## config.mk

```make
export PLATFORM = sky130hd
export DESIGN_NAME = strassen_seq_ctrl
export DESIGN_NICKNAME = d
export VERILOG_FILES = /design/src/rtl/strassen_pkg.sv /design/src/rtl/strassen_operand_sel.sv /design/src/rtl/strassen_seq_ctrl.sv
export SDC_FILE = /design/constraint.sdc
export NUM_CORES = 2
export LEC_CHECK = 0
export ABC_CLOCK_PERIOD_IN_PS = 9550
export BUFFER_PORTS_ARGS = -buffer_cell sky130_fd_sc_hd__buf_4
export CAP_MARGIN = 10
export CORE_ASPECT_RATIO = 1.4
export CORE_MARGIN = 2
export CORE_UTILIZATION = 23
export DETAILED_ROUTE_END_ITERATION = 10
export SLEW_MARGIN = 20
export SYNTH_ARGS = -nofsm -noshare
export SYNTH_HDL_FRONTEND = slang
export SYNTH_SLANG_ARGS = --single-unit
```

## constraint.sdc

```tcl
create_clock -name clk -period 9.55 [get_ports clk]
set_input_delay 0.955 -clock clk [delete_from_list [all_inputs] [get_ports clk]]
set_output_delay 0.955 -clock clk [all_outputs]
set_load 0.005 [all_outputs]
```

## src/rtl/strassen_pkg.sv

```systemverilog
// Shared constants and types for the 2x2 Strassen block-multiply sequencer.
package strassen_pkg;

  // Block slice positions inside a packed 2x2 matrix
  localparam int BLK_11 = 0;
  localparam int BLK_12 = 1;
  localparam int BLK_21 = 2;
  localparam int BLK_22 = 3;

  typedef enum logic [1:0] {
    IDLE = 2'd0,
    MUL  = 2'd1,
    COMB = 2'd2,
    DONE = 2'd3
  } state_t;

  localparam logic [2:0] M1 = 3'd0;
  localparam logic [2:0] M2 = 3'd1;
  localparam logic [2:0] M3 = 3'd2;
  localparam logic [2:0] M4 = 3'd3;
  localparam logic [2:0] M5 = 3'd4;
  localparam logic [2:0] M6 = 3'd5;
  localparam logic [2:0] M7 = 3'd6;

  localparam int NUM_PROD = 7;

endpackage

```

## src/rtl/strassen_operand_sel.sv

```systemverilog
// Combinational Strassen pre-add: selects the operand pair for product M1..M7
// from the latched A and B blocks. All arithmetic wraps modulo 2^BLOCKSIZE.
module strassen_operand_sel
  import strassen_pkg::*;
#(
  parameter int BLOCKSIZE = 32,
  parameter int DATAWIDTH = 4 * BLOCKSIZE
) (
  input  logic [DATAWIDTH-1:0] a,
  input  logic [DATAWIDTH-1:0] b,
  input  logic [2:0]           prod_idx,
  output logic [BLOCKSIZE-1:0] op_a,
  output logic [BLOCKSIZE-1:0] op_b
);

  logic signed [BLOCKSIZE-1:0] a11, a12, a21, a22;
  logic signed [BLOCKSIZE-1:0] b11, b12, b21, b22;

  assign a11 = a[BLK_11*BLOCKSIZE +: BLOCKSIZE];
  assign a12 = a[BLK_12*BLOCKSIZE +: BLOCKSIZE];
  assign a21 = a[BLK_21*BLOCKSIZE +: BLOCKSIZE];
  assign a22 = a[BLK_22*BLOCKSIZE +: BLOCKSIZE];
  assign b11 = b[BLK_11*BLOCKSIZE +: BLOCKSIZE];
  assign b12 = b[BLK_12*BLOCKSIZE +: BLOCKSIZE];
  assign b21 = b[BLK_21*BLOCKSIZE +: BLOCKSIZE];
  assign b22 = b[BLK_22*BLOCKSIZE +: BLOCKSIZE];

  always_comb begin
    op_a = '0;
    op_b = '0;
    case (prod_idx)
      M1: begin
        op_a = a11 + a22;
        op_b = b11 + b22;
      end
      M2: begin
        op_a = a21 + a22;
        op_b = b11;
      end
      M3: begin
        op_a = a11;
        op_b = b12 - b22;
      end
      M4: begin
        op_a = a22;
        op_b = b21 - b11;
      end
      M5: begin
        op_a = a11 + a12;
        op_b = b22;
      end
      M6: begin
        op_a = a21 - a11;
        op_b = b11 + b12;
      end
      M7: begin
        op_a = a12 - a22;
        op_b = b21 + b22;
      end
      default: begin
        op_a = '0;
        op_b = '0;
      end
    endcase
  end

endmodule

```

## src/rtl/strassen_seq_ctrl.sv

```systemverilog
// Sequencer for one 2x2 Strassen block multiply: issues the seven products to a
// shared external multiplier over req/ack, then combines them into C.
module strassen_seq_ctrl
  import strassen_pkg::*;
#(
  parameter int BLOCKSIZE = 32,
  parameter int DATAWIDTH = 4 * BLOCKSIZE
) (
  input  logic                 clk,
  input  logic                 rst,
  input  logic                 in_valid,
  output logic                 in_ready,
  input  logic [DATAWIDTH-1:0] A,
  input  logic [DATAWIDTH-1:0] B,
  output logic                 mul_req,
  output logic [BLOCKSIZE-1:0] mul_a,
  output logic [BLOCKSIZE-1:0] mul_b,
  input  logic                 mul_ack,
  input  logic [BLOCKSIZE-1:0] mul_p,
  output logic                 out_valid,
  input  logic                 out_ready,
  output logic [DATAWIDTH-1:0] C,
  output logic                 busy,
  output logic [2:0]           prod_idx
);

  state_t                      state_q, state_d;
  logic [2:0]                  prod_idx_q, prod_idx_d;
  logic [DATAWIDTH-1:0]        a_q, a_d, b_q, b_d;
  logic signed [BLOCKSIZE-1:0] m_q [NUM_PROD];
  logic signed [BLOCKSIZE-1:0] m_d [NUM_PROD];
  logic [BLOCKSIZE-1:0]        mul_a_q, mul_a_d, mul_b_q, mul_b_d;
  logic [BLOCKSIZE-1:0]        sel_a, sel_b;
  logic [DATAWIDTH-1:0]        c_q, c_d;
  logic signed [BLOCKSIZE-1:0] c11, c12, c21, c22;

  // Operands are selected from next-state values so the registered pair is
  // already valid in the first MUL cycle and in the cycle after each ack.
  strassen_operand_sel #(
    .BLOCKSIZE(BLOCKSIZE),
    .DATAWIDTH(DATAWIDTH)
  ) u_operand_sel (
    .a       (a_d),
    .b       (b_d),
    .prod_idx(prod_idx_d),
    .op_a    (sel_a),
    .op_b    (sel_b)
  );

  assign c11 = m_q[M1] + m_q[M4] - m_q[M5] + m_q[M7];
  assign c12 = m_q[M3] + m_q[M5];
  assign c21 = m_q[M2] + m_q[M4];
  assign c22 = m_q[M1] - m_q[M2] + m_q[M3] + m_q[M6];

  always_comb begin
    state_d    = state_q;
    prod_idx_d = prod_idx_q;
    a_d        = a_q;
    b_d        = b_q;
    c_d        = c_q;
    for (int k = 0; k < NUM_PROD; k++) begin
      m_d[k] = m_q[k];
    end

    case (state_q)
      IDLE: begin
        if (in_valid) begin
          a_d        = A;
          b_d        = B;
          prod_idx_d = M1;
          state_d    = MUL;
        end
      end
      MUL: begin
        if (mul_ack) begin
          for (int k = 0; k < NUM_PROD; k++) begin
            if (prod_idx_q == k[2:0]) m_d[k] = mul_p;
          end
          if (prod_idx_q == M7) state_d = COMB;
          else                  prod_idx_d = prod_idx_q + 3'd1;
        end
      end
      COMB: begin
        c_d     = {c22, c21, c12, c11};
        state_d = DONE;
      end
      DONE: begin
        if (out_ready) state_d = IDLE;
      end
      default: state_d = IDLE;
    endcase

    mul_a_d = (state_d == MUL) ? sel_a : '0;
    mul_b_d = (state_d == MUL) ? sel_b : '0;
  end

  always_ff @(posedge clk) begin
    if (rst) begin
      state_q    <= IDLE;
      prod_idx_q <= '0;
      a_q        <= '0;
      b_q        <= '0;
      mul_a_q    <= '0;
      mul_b_q    <= '0;
      c_q        <= '0;
      for (int k = 0; k < NUM_PROD; k++) begin
        m_q[k] <= '0;
      end
    end else begin
      state_q    <= state_d;
      prod_idx_q <= prod_idx_d;
      a_q        <= a_d;
      b_q        <= b_d;
      mul_a_q    <= mul_a_d;
      mul_b_q    <= mul_b_d;
      c_q        <= c_d;
      for (int k = 0; k < NUM_PROD; k++) begin
        m_q[k] <= m_d[k];
      end
    end
  end

  assign in_ready  = (state_q == IDLE);
  assign busy      = (state_q != IDLE);
  assign mul_req   = (state_q == MUL);
  assign out_valid = (state_q == DONE);
  assign mul_a     = mul_a_q;
  assign mul_b     = mul_b_q;
  assign C         = c_q;
  assign prod_idx  = prod_idx_q;

endmodule

```

# Yosys cells after proc, flatten, opt, wreduce, memory -nomap -nowiden
# Memories as Yosys holds them, arrays and structs flattened.
# Cells that the tools add are included.
classes:
  bitwise_logic: 8
  reduce_logical: 12
  n_mux: 34
  n_eq_ne: 37
  addsub: 19
op_table:
  columns: ["operator", "count"]
  rows:
  - ["$mux 128", 4]
  - ["$mux 224", 2]
  - ["$mux 32", 14]
  - ["$pmux 32 s7", 2]
  - ["$add 32x32->32", 12]
  - ["$sub 32x32->32", 6]
  - ["$reduce_and 4->1", 7]
  - ["$ne 3x3->1 const B", 7]
  - ["$eq 3x3->1 const B", 6]
  - ["$ne 2x2->1 const B", 7]
  - ["$eq 3x2->1 const B", 4]
  - ["$mux 3", 3]
  - ["$mux 2", 4]
  - ["$pmux 2 s4", 1]
  - ["$ne 1x1->1 const B", 7]
  - ["$or 1x1->1", 7]
  - ["$eq 3x1->1 const B", 2]
  - ["$logic_not 3->1", 2]
  - ["$pmux 3 s2", 1]
  - ["$eq 2x1->1 const B", 2]
  - ["$eq 2x2->1 const B", 2]
  - ["$add 3x1->3 const B", 1]
  - ["$mux 1", 3]
  - ["$logic_not 2->1", 1]
  - ["other kinds (3)", 3]
totals:
  regBits: 453
  input_bits: 293
  word_cells: 118
  ram_bits: 224
  output_inout_bits: 199
  mem_count: 1
mem_list:
  columns: ["name", "depth", "word_bits", "rd", "rd_clocked_by_memory_dff", "write_ports", "line_no", "rtl"]
  rows:
  - ["m_q", 7, 32, 7, 0, 7, "strassen_seq_ctrl.sv:30", "logic signed [BLOCKSIZE-1:0] m_q [NUM_PROD];"]

# Longest topological paths before layout
depth:
  depth_word: 7
  depth_mapped: 30

# Hierarchy
# From an unflattened synthesis, not the netlist that was laid out.
hier_totals:
  hier_cells: 6467
  hier_area_um2: 47853.4
modules_own_cells:
  columns: ["mod", "seq_area_each_um2", "instances", "area_per_inst_um2", "cells_per_inst"]
  rows:
  - ["strassen_seq_ctrl", 13553.0, 1, 33823.7, 4396]
  - ["strassen_operand_sel", 0.0, 1, 14029.7, 2071]

# Worst setup path before layout
# OpenSTA, ideal clock, no wires.
synth_timing:
  kind: "in2reg"
  start: "input port in_valid"
  end: "register mul_b_q[30] (netlist: mul_b[30])"
  arrival_time_ns: 6.814
  path_stages: 29
  required_ns: 9.476
  n_path_buf: 7
  slack_ns: 2.662
  path_cell_list: "nor3b_2 -> buf_6 -> buf_6 -> buf_2 -> buf_4 -> buf_2 -> buf_2 -> mux2i_1 -> ha_1 -> inv_1 -> a211oi_2 -> o2111ai_1 -> or3_1 -> or3_1 -> nor2_2 -> nand2_1 -> xnor2_1 -> nand2_1 -> o21ai_0 -> ha_1 -> clkbuf_1 -> a21o_1 -> a21oi_1 -> nand3_1 -> o21ai_0 -> o21ai_0 -> o41ai_1 -> mux2_2 -> a31oi_1"
synth_via:
  elab_chain_len: 5
  elab_cells_between_ends: 22
  cone_classes: "add/sub (5); eq/ne (7); mux (7); bitwise (1); reduce/logical (2)"
synth_rtl:
  columns: ["element", "line_no", "rtl"]
  rows:
  - ["from (decl)", "strassen_seq_ctrl.sv:11", "input logic in_valid,"]
  - ["parallel branches: the longest is 5 deep, another holds $add 32x32->32", null, null]
  - ["to (signal assigned)", "strassen_seq_ctrl.sv:115", "mul_b_q <= mul_b_d;"]
  - ["to (decl)", "strassen_seq_ctrl.sv:32", "logic [BLOCKSIZE-1:0] mul_a_q, mul_a_d, mul_b_q, mul_b_d;"]
# Several ways; the timed one is not identified.
# A chain may end at the register's enable or synchronous reset.

# Final worst setup path
layout_timing:
  start: "register prod_idx_q[2] (netlist: prod_idx[2])"
  end: "register mul_b_q[30] (netlist: mul_b[30])"
layout_via:
  elab_chain_len: 7
  elab_cells_between_ends: 20
  cone_classes: "add/sub (1); eq/ne (8); mux (8); bitwise (1); reduce/logical (2)"
layout_rtl:
  columns: ["element", "line_no", "rtl"]
  rows:
  - ["from (decl)", "strassen_seq_ctrl.sv:28", "logic [2:0] prod_idx_q, prod_idx_d;"]
  - ["from (signal assigned)", "strassen_seq_ctrl.sv:111", "prod_idx_q <= prod_idx_d;"]
  - ["parallel branches: the longest is 7 deep, another holds $add 3x1->3", null, null]
# Several ways; the timed one is not identified.

==> results.toml <==
[clock_tree]
numCtsBuffers = 77
worstSkewPairLatency_ns = 0.69
clk_pin_slew_ns = 0.07
cts_tree = "yes"
cts_hold_buffers = 0
cts_max_path_buffers = 3
cts_setup_buffers = 0
clkSinkCount = 677
htree_levels = 3
cts_resized = 0
root_buffer = "clkbuf_16"

[finish]
drive_gt1_share_pct = 11.75
syn_to_final_growth_pct = 19.85
layout_commonest_cell = "nand2_1"
fin_util_pct = 27.74
multi_input_area_um2 = 30970
nets = 7280
seq_area_um2 = 13550
layout_common_cells = "nand2_1, a21oi_1, dfxtp_1, buf_4, nor2_1"
n_fill_cell = 22050

[floorplan]
die_width_um = 386.7
die_h_um = 539.8
row_count = 196
pin_count = 492
initial_core_util_pct = 23.15
die_area_um2 = 208800
coreArea_um2 = 203800

[synthesis]
synth_seq_cells = 677
synth_warnings = 0
ys_types = 90
yosys-top-cells-area = "dfxtp_1, nand2_1, ha_1"
synthArstFlopShare_pct = 0
synth_top_area_cell = "dfxtp_1"
synth_area_um2 = 47170
synth_cells = 6165
netlist.area_leader.share_pct = 28.73
yosysSeqAreaShare_pct = 28.73
ys.flop_type = "dfxtp_1"
synth_area_per_cell_um2 = 7.651
synth_edf_count = 0
syn_nets = 6920

[placement]
globalplace.congestion = 0.9479
dp_hpwl_um = 153000
io_buffers = 491

[routing]
wl_um = 196000
drc = 0
via_count = 46140
avgRoutedWirePerCell_um = 21.15
vias_per_cell = 4.980
drt_iter0_markers = 3428
dr.pass1.iters = 5
ant_nets = 0

[sta]
rsz0062_at_grt = "no"
fin_tns_setup_ns = 0
fmax_mhz = 144.4
timing.slew.headroom_pct = 23.35
slew_violations = 0
final-hold-violation-count = 0
fin_crit_sh_pct = 72.49
setup_viol = 0
fin_crit_ns = 6.923
finClkSkew_ns = 0.04907
tightest_slew_ns = 1.146

[global_routing]
busiest_layer = "met2"
met1_usage_pct = 22.38
overflow = 0
use_met3_pct = 2.826
grt_usage_pct = 18.00
grt_pass1_vias = 45120
grt_max_degree = 195
antenna_found_initial = 24
grt_pass1_wl_um = 286300
grtUsageMet2_pct = 30.16

[critical_path]
cp_max_fo = 23
crit_path_start_kind = "flip-flop"
cp.arrival_ns = 7.52
critical_path_class = "flip-flop to flip-flop"
crit_path_end_kind = "flip-flop"
cp.required_ns = 10.15

[hold_path]
hp-class = "flip-flop to flip-flop"

[status]
status = "finished clean"

[power_and_ir_drop]
finalPower_mw = 9.084
power_density_nw_per_um2 = 160.7
vdd_drop_max_uv = 138.5
leakagePower_nw = 24.60

[job]
maxCapViolCount = 0
## layout make-up
| type | instances | share of cell area (%) |
|---|---|---|
| Clock inverter | 46 | 1.100 |
| Timing Repair Buffer | 560 | 7.538 |
| Inverter | 435 | 2.888 |
| Clock buffer | 96 | 3.785 |
| Tap cell | 2673 | 5.916 |
| Multi-Input combinational cell | 4774 | 54.78 |
| Sequential cell | 677 | 23.97 |
| Antenna cell | 4 | 0.01771 |
## per-layer routing
layer | vias up | share of wire, %
met4 | 10 | 5.2
li1 | 21930 | -
met2 | 1739 | 46
met5 | - | 0.029
met3 | 412 | 6.2
met1 | 22050 | 42
## power by group
group	total (mW)	internal [mW]	switching, mW
clock network	3.30	1.89	1.41
registers	2.99	2.93	0.0561
logic	2.80	1.07	1.72
total	9.08	5.90	3.19
## kinds of logic (layout without fill, tap and decap cells)
logic type	count (synthesis)	in the layout	share of synthesized area, %
mux	224	224	4.836
buf+inv	714	1137	5.883
simple gates	2161	2161	19.60
flops	677	677	28.73
fa+ha+maj	462	462	14.36
other cells	0	4	0
compound gates	1611	1611	20.73
xor+xnor	316	316	5.868
## worst max-delay path, cell delays in order (launching register included)
cell	delay (ns)
dfxtp_1	0.74
inv_1	0.26
ha_1	0.36
nor2_1	0.04
a32o_1	0.32
a21oi_4	0.54
buf_4	0.34
nor3_2	0.06
buf_4	0.26
mux2i_1	0.16
ha_1	0.26
fa_1	0.45
a21o_1	0.19
a221oi_1	0.51
o211ai_1	0.24
nand3_1	0.15
o21ai_0	0.18
o21ai_0	0.46
o21ai_0	0.34
o41ai_1	0.40
mux2_2	0.38
a31oi_1	0.17
## metrics by stage
step           hold WS [ns]  setup slack [ns]  cells  area, um2
6_report             0.4518             2.627   9265      56530
5_1_grt              0.4691             2.177   9262      56530
4_1_cts              0.4533             2.763   9261      56520
3_5_place_dp         0.4465             2.371   9119      53760
3_3_place_gp         0.4389             2.451   9119      53760
2_1_floorplan        0.4363             2.662   6165      47170
## cell usage after synthesis, types with 10 or more instances
| cell | instances |
|---|---|
| a21o_1 | 141 |
| nor3b_1 | 13 |
| or2_2 | 13 |
| o221ai_1 | 10 |
| nand2b_1 | 41 |
| mux2i_1 | 210 |
| o211ai_1 | 33 |
| xor2_1 | 80 |
| nand2_1 | 1160 |
| a211o_1 | 11 |
| o21a_1 | 46 |
| a41oi_1 | 15 |
| xnor2_1 | 236 |
| dfxtp_1 | 677 |
| inv_1 | 430 |
| a31oi_1 | 51 |
| nor3_1 | 107 |
| ha_1 | 330 |
| clkbuf_1 | 223 |
| buf_2 | 31 |
| o22ai_1 | 49 |
| or4_1 | 11 |
| o21ai_0 | 200 |
| a211oi_1 | 54 |
| nor4_1 | 18 |
| and3_1 | 49 |
| a21boi_0 | 13 |
| a21oi_1 | 783 |
| fa_1 | 132 |
| or3_1 | 41 |
| a221oi_1 | 28 |
| a22oi_1 | 15 |
| nor2b_1 | 27 |
| buf_1 | 17 |
| nand3b_1 | 13 |
| nor2_1 | 503 |
| o21bai_1 | 29 |
| a2111oi_0 | 13 |
| o31ai_1 | 20 |
| nand4_1 | 25 |
| and2_1 | 20 |
| nand3_1 | 94 |
## registers in the layout, indices dropped and copies added (netlist names)
name	flops
mul_b	32
prod_idx	3
m_q	224
mul_a	32
C	128
a_q	128
state_q	2
b_q	128
## path summary, 6_finish.rpt
| kind | startpoint | cells past startpoint | slack, ns | end |
|---|---|---|---|---|
| worst max-delay path | prod_idx[2] | 21 | 2.63 | mul_b[30] |
| worst min-delay path | C[114] | 2 | 0.45 | C[114] |
| worst max register to register | prod_idx[2] | 21 | 2.63 | mul_b[30] |
| worst min register to register | C[114] | 2 | 0.45 | C[114] |
(Power assumes the default switching activity.)
